==> src/rtl/rr_arb8_16b.sv <==
// rtl/rr_arb8_16b.sv - round-robin 8:1 16-bit arbiter with registered valid/ready output stage
//
// Purpose: picks at most one of eight requesters per cycle (round-robin,
// search starting after the last winner), steers its word through an 8:1
// 16-bit mux and captures it in a one-entry output register.
//
// Optional feature macro: ARB8_LOCK_EN (burst lock; lock port ignored when undefined).
//
// Ports:
//   clk        clock, rising edge
//   rst        asynchronous active-high reset
//   req[7:0]   request per requester, held until granted
//   in0..in7   16-bit requester data
//   lock[7:0]  burst-lock request per requester
//   gnt[7:0]   one-hot grant (combinational)
//   sel[2:0]   encoded winner / mux select (combinational)
//   out_valid  output register holds a word
//   out_ready  consumer accepts the word
//   out_data   registered selected word
//   out_src    registered index of the requester behind out_data

module rr_arb8_16b (
  input  logic        clk,
  input  logic        rst,
  input  logic [7:0]  req,
  input  logic [15:0] in0,
  input  logic [15:0] in1,
  input  logic [15:0] in2,
  input  logic [15:0] in3,
  input  logic [15:0] in4,
  input  logic [15:0] in5,
  input  logic [15:0] in6,
  input  logic [15:0] in7,
  input  logic [7:0]  lock,
  output logic [7:0]  gnt,
  output logic [2:0]  sel,
  output logic        out_valid,
  input  logic        out_ready,
  output logic [15:0] out_data,
  output logic [2:0]  out_src
);

  typedef enum logic {EMPTY = 1'b0, FULL = 1'b1} state_t;

  state_t      state;
  logic [2:0]  ptr;
  logic        take;
  logic        rr_hit;
  logic [2:0]  rr_idx;
  logic [2:0]  cand;
  logic        grant;
  logic [2:0]  win;
  logic [15:0] mux_data;

  assign out_valid = (state == FULL);

  // The output register can accept a word when empty or when draining this cycle.
  assign take = (state == EMPTY) || out_ready;

  // Rotating priority search: ptr+1, ptr+2, ... ptr+8 (= ptr itself, last).
  always_comb begin
    rr_hit = 1'b0;
    rr_idx = 3'd0;
    cand   = 3'd0;
    for (int i = 1; i <= 8; i++) begin
      cand = ptr + 3'(i);
      if (!rr_hit && req[cand]) begin
        rr_hit = 1'b1;
        rr_idx = cand;
      end
    end
  end

`ifdef ARB8_LOCK_EN
  // burst is set when the last grant (to requester ptr) was made with its
  // lock bit high; while set and that requester still asks, it wins again.
  logic burst;
  logic lock_win;

  assign lock_win = burst && req[ptr];

  always_comb begin
    grant = 1'b0;
    win   = 3'd0;
    if (!rst && take) begin
      if (lock_win) begin
        grant = 1'b1;
        win   = ptr;
      end else if (rr_hit) begin
        grant = 1'b1;
        win   = rr_idx;
      end
    end
  end

  always_ff @(posedge clk or posedge rst) begin
    if (rst) begin
      burst <= 1'b0;
    end else if (grant) begin
      burst <= lock[win];
    end else if (burst && !req[ptr]) begin
      // locked requester withdrew before being served again: burst over
      burst <= 1'b0;
    end
  end
`else
  logic unused_lock;
  assign unused_lock = ^lock;

  always_comb begin
    grant = 1'b0;
    win   = 3'd0;
    if (!rst && take && rr_hit) begin
      grant = 1'b1;
      win   = rr_idx;
    end
  end
`endif

  assign gnt = grant ? (8'b0000_0001 << win) : 8'h00;
  assign sel = grant ? win : 3'd0;

  always_comb begin
    mux_data = 16'h0000;
    case (sel)
      3'd0: mux_data = in0;
      3'd1: mux_data = in1;
      3'd2: mux_data = in2;
      3'd3: mux_data = in3;
      3'd4: mux_data = in4;
      3'd5: mux_data = in5;
      3'd6: mux_data = in6;
      3'd7: mux_data = in7;
      default: mux_data = 16'h0000;
    endcase
  end

  always_ff @(posedge clk or posedge rst) begin
    if (rst) begin
      state    <= EMPTY;
      out_data <= 16'h0000;
      out_src  <= 3'd0;
      ptr      <= 3'd7;
    end else begin
      if (grant) begin
        // also covers drain-and-refill in the same cycle: no bubble
        state    <= FULL;
        out_data <= mux_data;
        out_src  <= sel;
        ptr      <= sel;
      end else if (state == FULL && out_ready) begin
        state <= EMPTY;
      end
    end
  end

endmodule

==> config.mk <==
export PLATFORM = sky130hd
export DESIGN_NAME = rr_arb8_16b
export DESIGN_NICKNAME = d
export VERILOG_FILES = /design/src/rtl/rr_arb8_16b.sv
export SDC_FILE = /design/constraint.sdc
export NUM_CORES = 1
export LEC_CHECK = 0
export CORE_MARGIN = 3
export CORE_UTILIZATION = 30
export DETAILED_ROUTE_END_ITERATION = 10
export PLACE_DENSITY_LB_ADDON = 0.12
export SYNTH_ARGS = -nofsm -noshare
export SYNTH_HDL_FRONTEND = slang
export SYNTH_SLANG_ARGS = --single-unit
==> constraint.sdc <==
create_clock -name clk -period 7.3 [get_ports clk]
set_input_delay 1.46 -clock clk [delete_from_list [all_inputs] [get_ports clk]]
set_output_delay 1.46 -clock clk [all_outputs]
set_load 0.005 [all_outputs]
# [Yosys cells after proc, flatten, opt, wreduce, memory -nomap -nowiden]
# Index checks and enable logic that the tools add are counted.
# W data, S select, Z words.
[totals] output_inout_bits=31 input_bits=147 elab_cells=88 regBits=23
[classes] shift=1 order_cmp=8 muxes=39 bitwise_logic=1 add_sub_neg=7 reduce_logical=21 eq_ne=7
[op_table] cell="$pmux W16 S8" n=1
[op_table] cell="$lt A3 B4 Y1 const B" n=8
[op_table] cell="$mux W3" n=10
[op_table] cell="$bmux W1 S3" n=8
[op_table] cell="$mux W1" n=19
[op_table] cell="$add A3 B3 Y3 const B" n=4
[op_table] cell="$eq A3 B3 Y1 const B" n=4
[op_table] cell="$logic_and A1 B1 Y1" n=10
[op_table] cell="$logic_not A1 Y1" n=8
[op_table] cell="$mux W8" n=1
[op_table] cell="$shl A1 B3 Y8 const A" n=1
[op_table] cell="$add A3 B2 Y3 const B" n=2
[op_table] cell="$eq A3 B2 Y1 const B" n=2
[op_table] cell="$add A3 B1 Y3 const B" n=1
[op_table] cell="$eq A3 B1 Y1 const B" n=1
[op_table] cell="$logic_not A3 Y1" n=1
[op_table] cell="$reduce_bool A2 Y1" n=1
[op_table] cell="$logic_or A1 B1 Y1" n=1
[op_table] cell="$not A1 Y1" n=1

# [Longest topological paths before layout]
[logic_depth] word_depth=30 mapped_depth=19 depth_no_buf=14

# [Worst setup path before layout]
# No wires, ideal clock.
[synth_timing] path_type="in2out" start="input req[7]" end="output gnt[0]" stages=13 path_buffers=3 required_time_ps=5840 setup_slack_ps=1788 arrival_time_ps=4052 cell_sequence="mux2i_1 nand2_1 mux4_2 or3_4 a311o_1 nand2_1 or2_1 buf_6 inv_4 or3_4 buf_6 buf_6 inv_1"
[synth_via] elab_chain_len=28
[synth_rtl] element="start: declaration" line_no="25" source="input logic [7:0] req,"
[synth_rtl] element="$bmux W1 S3" line_no="67" source="if (!rr_hit && req[cand]) begin"
[synth_rtl] element="$mux W1 (not written as such)" line_no="67"
[synth_rtl] element="$mux W1" line_no="67"
[synth_rtl] element="$logic_not A1 Y1" line_no="67"
[synth_rtl] element="$logic_and A1 B1 Y1" line_no="67"
[synth_rtl] element="$mux W1" line_no="67"
[synth_rtl] element="$logic_not A1 Y1" line_no="67"
[synth_rtl] element="$logic_and A1 B1 Y1" line_no="67"
[synth_rtl] element="(+12 left out)"
[synth_rtl] element="$mux W1" line_no="67"
[synth_rtl] element="$logic_not A1 Y1" line_no="67"
[synth_rtl] element="$logic_and A1 B1 Y1" line_no="67"
[synth_rtl] element="$mux W1" line_no="67"
[synth_rtl] element="$logic_and A1 B1 Y1" line_no="113" source="if (!rst && take && rr_hit) begin"
[synth_rtl] element="$mux W3" line_no="113"
[synth_rtl] element="$shl A1 B3 Y8" line_no="120" source="assign gnt = grant ? (8'b0000_0001 << win) : 8'h00;"
[synth_rtl] element="$mux W8 (*)" line_no="120"
[synth_rtl] element="end: declaration" line_no="35" source="output logic [7:0] gnt,"
# Mark *: on every way between the ends. The rest lies on a longest branch, timed or not. The select of a mux whose other input is x is not followed.

# [Final worst setup path]
[layout_timing] start="register ptr[0]" end="output gnt[0]"
[layout_via] elab_chain_len=29
[layout_rtl] element="start: declaration" line_no="46" source="logic [2:0] ptr;"
[layout_rtl] element="start signal: assignment" line_no="150" source="ptr <= sel;"
[layout_rtl] element="$add A3 B1 Y3" line_no="66" source="cand = ptr + 3'(i);"
[layout_rtl] element="$bmux W1 S3" line_no="67"
[layout_rtl] element="$mux W1 (not written as such)" line_no="67"
[layout_rtl] element="$mux W1" line_no="67"
[layout_rtl] element="$logic_not A1 Y1" line_no="67"
[layout_rtl] element="$logic_and A1 B1 Y1" line_no="67"
[layout_rtl] element="$mux W1" line_no="67"
[layout_rtl] element="$logic_not A1 Y1" line_no="67"
[layout_rtl] element="(+13 left out)"
[layout_rtl] element="$mux W1" line_no="67"
[layout_rtl] element="$logic_not A1 Y1" line_no="67"
[layout_rtl] element="$logic_and A1 B1 Y1" line_no="67"
[layout_rtl] element="$mux W1" line_no="67"
[layout_rtl] element="$logic_and A1 B1 Y1" line_no="113"
[layout_rtl] element="$mux W3" line_no="113"
[layout_rtl] element="$shl A1 B3 Y8" line_no="120"
[layout_rtl] element="$mux W8 (*)" line_no="120"
# Marks and branches as above.

==> results.toml <==
[critical_path]
startpoint_type = "flip-flop"
cp_slowest_cell = "dfstp_2"
cp_slowest_stage_delay_ps = 890
criticalPathCategory = "flip-flop to primary output"
cp_max_fo = 31
cp.arrival_ps = 5340
crit_chain = "inv_2 > ha_2 > mux2i_1 > mux2i_1 > o22ai_1 > mux2_2 > or3_1 > a21oi_1 > or2_1 > inv_4 > or3_4 > inv_1 > clkdlybuf4s50_1"
critPathRequiredTime_ps = 5840
cp_common_cell = "mux2i_1"
cp_top_family = "simple AND/OR/NAND/NOR gates"
cp-end-kind = "primary output"
critical_path_buf_inv_count = 4

[run_status]
status = "finished clean"

[logic_synthesis]
syn-cell-area_um2 = 2930
synth.top_cells.by_area = "dfrtp_1 (17%), mux2i_1 (11%), mux4_2 (8.4%)"
synth_simple_gate_area_share_pct = 19.3
synth_warnings = 0
synth_edf_count = 0
syn_avg_cell_area_um2 = 8.11
yosysTopAreaCellShare_pct = 17.1
ys_seq_area_share_pct = 19.7
async_flop_share_pct = 100
synth_most_common_cell = "nand2_1"
netlist_top_cells_count = "nand2_1 (52), mux2i_1 (31), nor2_1 (30)"
synth_adder_area_share_pct = 0.853
synth_compound_area_share_pct = 31.0
syn_nets = 511
ys_seq_elements = 23
synth_mux_area_share_pct = 21.8
synth_top_flop_cell = "dfrtp_1"
synth_cells = 362
synthXorXnorAreaFrac_pct = 0.896
synth_top_family_by_area = "compound AO/OA/AOI/OAI gates"
synthDistinctLibCells = 55
yosysTopAreaCell = "dfrtp_1"

[power_and_ir_drop]
power_switching_mw = 1.05
p_total_mw = 2.11
p_seq_share_pct = 13.5
p_clk_share_pct = 3.9
p_per_area_nw_per_um2 = 442
p_comb_share_pct = 82.6
netSwitchingFraction_pct = 49.6
ir_worst_vdd_mv = 0.230
p_int_mw = 1.06
p_leak_nw = 1.80

[floorplanning]
die_height_um = 105
dieWidth_um = 105
start_util_pct = 31.3
io_pins = 178
fp-row-count = 35
die-area_um2 = 11000
core_area_um2 = 9370

[finish]
diodes = 0
syn2layout_area_growth_pct = 63.1
stdcell_count = 650
finish.instance_area_um2 = 4790
layout.nets = 671
finish.utilization_pct = 51.1
drive_gt1_share_pct = 11.7

[cts]
hold_buffers = 0
clk_latency_ps = 270
clk_path_buf_depth = 2
clkSlewWorstSetupHoldPaths_ps = 90
cts_tree = "built"
post_cts_buffers = 0
clockRootBuffer = "clkbuf_8"
cts_sinks = 23
cts_htree_levels = 1
cts_inserted_buffers = 3

[sta]
skew_ps = 10.9
max_clock_freq_mhz = 147
slew_violations = 0
slew_headroom_pct = 26.5
finalHoldViolCount = 0
whs_ps = 491
worst_pin_slew_ps = 1100
rsz0062_at_grt = "no"
post-route-min-period_ps = 6800
tns_ps = 0
period_share_pct = 93.2
setup_viol = 0
fin_ws_ps = 498

[drt]
ant_nets = 0
first_pass_iters = 4
routed_wl_um = 11900
drt_iter0_markers = 140
wl_per_cell_um = 18.3
vias_per_cell = 5.32
drc = 0
vias = 3456

[run]
drv_cap = 0

[placed_design]
gp_congestion = 0.866
io_buffers = 169
placed_cell_area_um2 = 4740
dp_slack_ps = 585
detailed_place_hpwl_um = 9570
dp.cells = 646

[global_routing]
grt_usage_pct = 20.7
grt_pass1_wl_um = 18400
grt_max_degree = 32
grt_antenna_before_repair = 0
grt_overflow_total = 0
grt_pass1_vias = 3459

[min_path]
hp-class = "flip-flop to flip-flop"
[worst register-to-register path: stages (launching register included)]
cell and delay (ps):
dfstp_2 890, inv_2 180, ha_2 640, mux2i_1 330
mux2i_1 150, o22ai_1 370, mux2_2 380, or3_1 380
a21oi_1 250, or2_1 210, buf_4 320, nor3_2 120
buf_4 200, a22oi_1 260, a21oi_1 100
[worst paths after layout]
check / startpoint / end / slack (ps) / depth (start not counted)
max: ptr[0] / gnt[0] / 500 / 13
min: out_src[2] / out_src[2] / 490 / 2
max reg2reg: ptr[0] / out_data[13] / 2410 / 14
min reg2reg: out_src[2] / out_src[2] / 490 / 2
max in group asynchronous: rst / ptr[2] / 5420 / 3
min in group asynchronous: rst / out_data[2] / 1580 / 3
[final cells by class]
cell class | instances | area, um2
multi-input cells | 303 | 2170
fillers | 952 | 4590
clock inverters | 1 | 5.00
flip-flops and latches | 23 | 579
well taps | 129 | 161
clock buffers | 3 | 41.3
repair buffers | 182 | 1790
inverters | 9 | 36.3
[sequential cells by signal (all words and copies together) (netlist names)]
register   flops
out_src        3
out_valid      1
out_data      16
ptr            3
[timing repair]
action | in CTS | in global routing
gates resized for setup | 0 | 1
hold endpoints to repair | 0 | 0
setup endpoints to repair | 0 | 1
[metal layers]
layer | vias up | GRT usage [%] | share of wire, %
met4 | 0 | 3.84 | 1.2
met2 | 122 | 36.3 | 51
li1 | 1695 | - | -
met5 | - | 0 | 0
met1 | 1631 | 26.7 | 41
met3 | 8 | 3.52 | 6.7
[placed cells by master, fill, tap and decap left out, drive strengths merged, types with 3 or more instances in the layout]
cell type	instances
a21oi	23
a221oi	3
a22oi	14
a2bb2oi	13
and2	5
buf	13
clkbuf	3
clkdlybuf4s50	169
dfrtp	20
dfstp	3
inv	9
mux2	6
mux2i	32
mux4	11
nand2	53
nand2b	4
nand3	7
nor2	30
nor2b	4
nor3	10
o211ai	4
o21ai	23
o22ai	30
or3	3
[cell families after synthesis]
logic type / count (synthesis)
compound gates: 128
simple gates: 121
mux: 49
buf+inv: 36
flops: 23
xor+xnor: 3
fa+ha+maj: 2
[power by group through the flow]
stage          clock network, mW  registers [mW]  logic (mW)
4_1_cts                   0.0859           0.287        1.75
3_3_place_gp                   0           0.286        1.72
3_5_place_dp                   0           0.291        1.74
2_1_floorplan                  0           0.248        1.22
5_1_grt                   0.0901           0.299        1.92
6_report                  0.0825           0.285        1.75
Power figures use the tool's default switching activity.
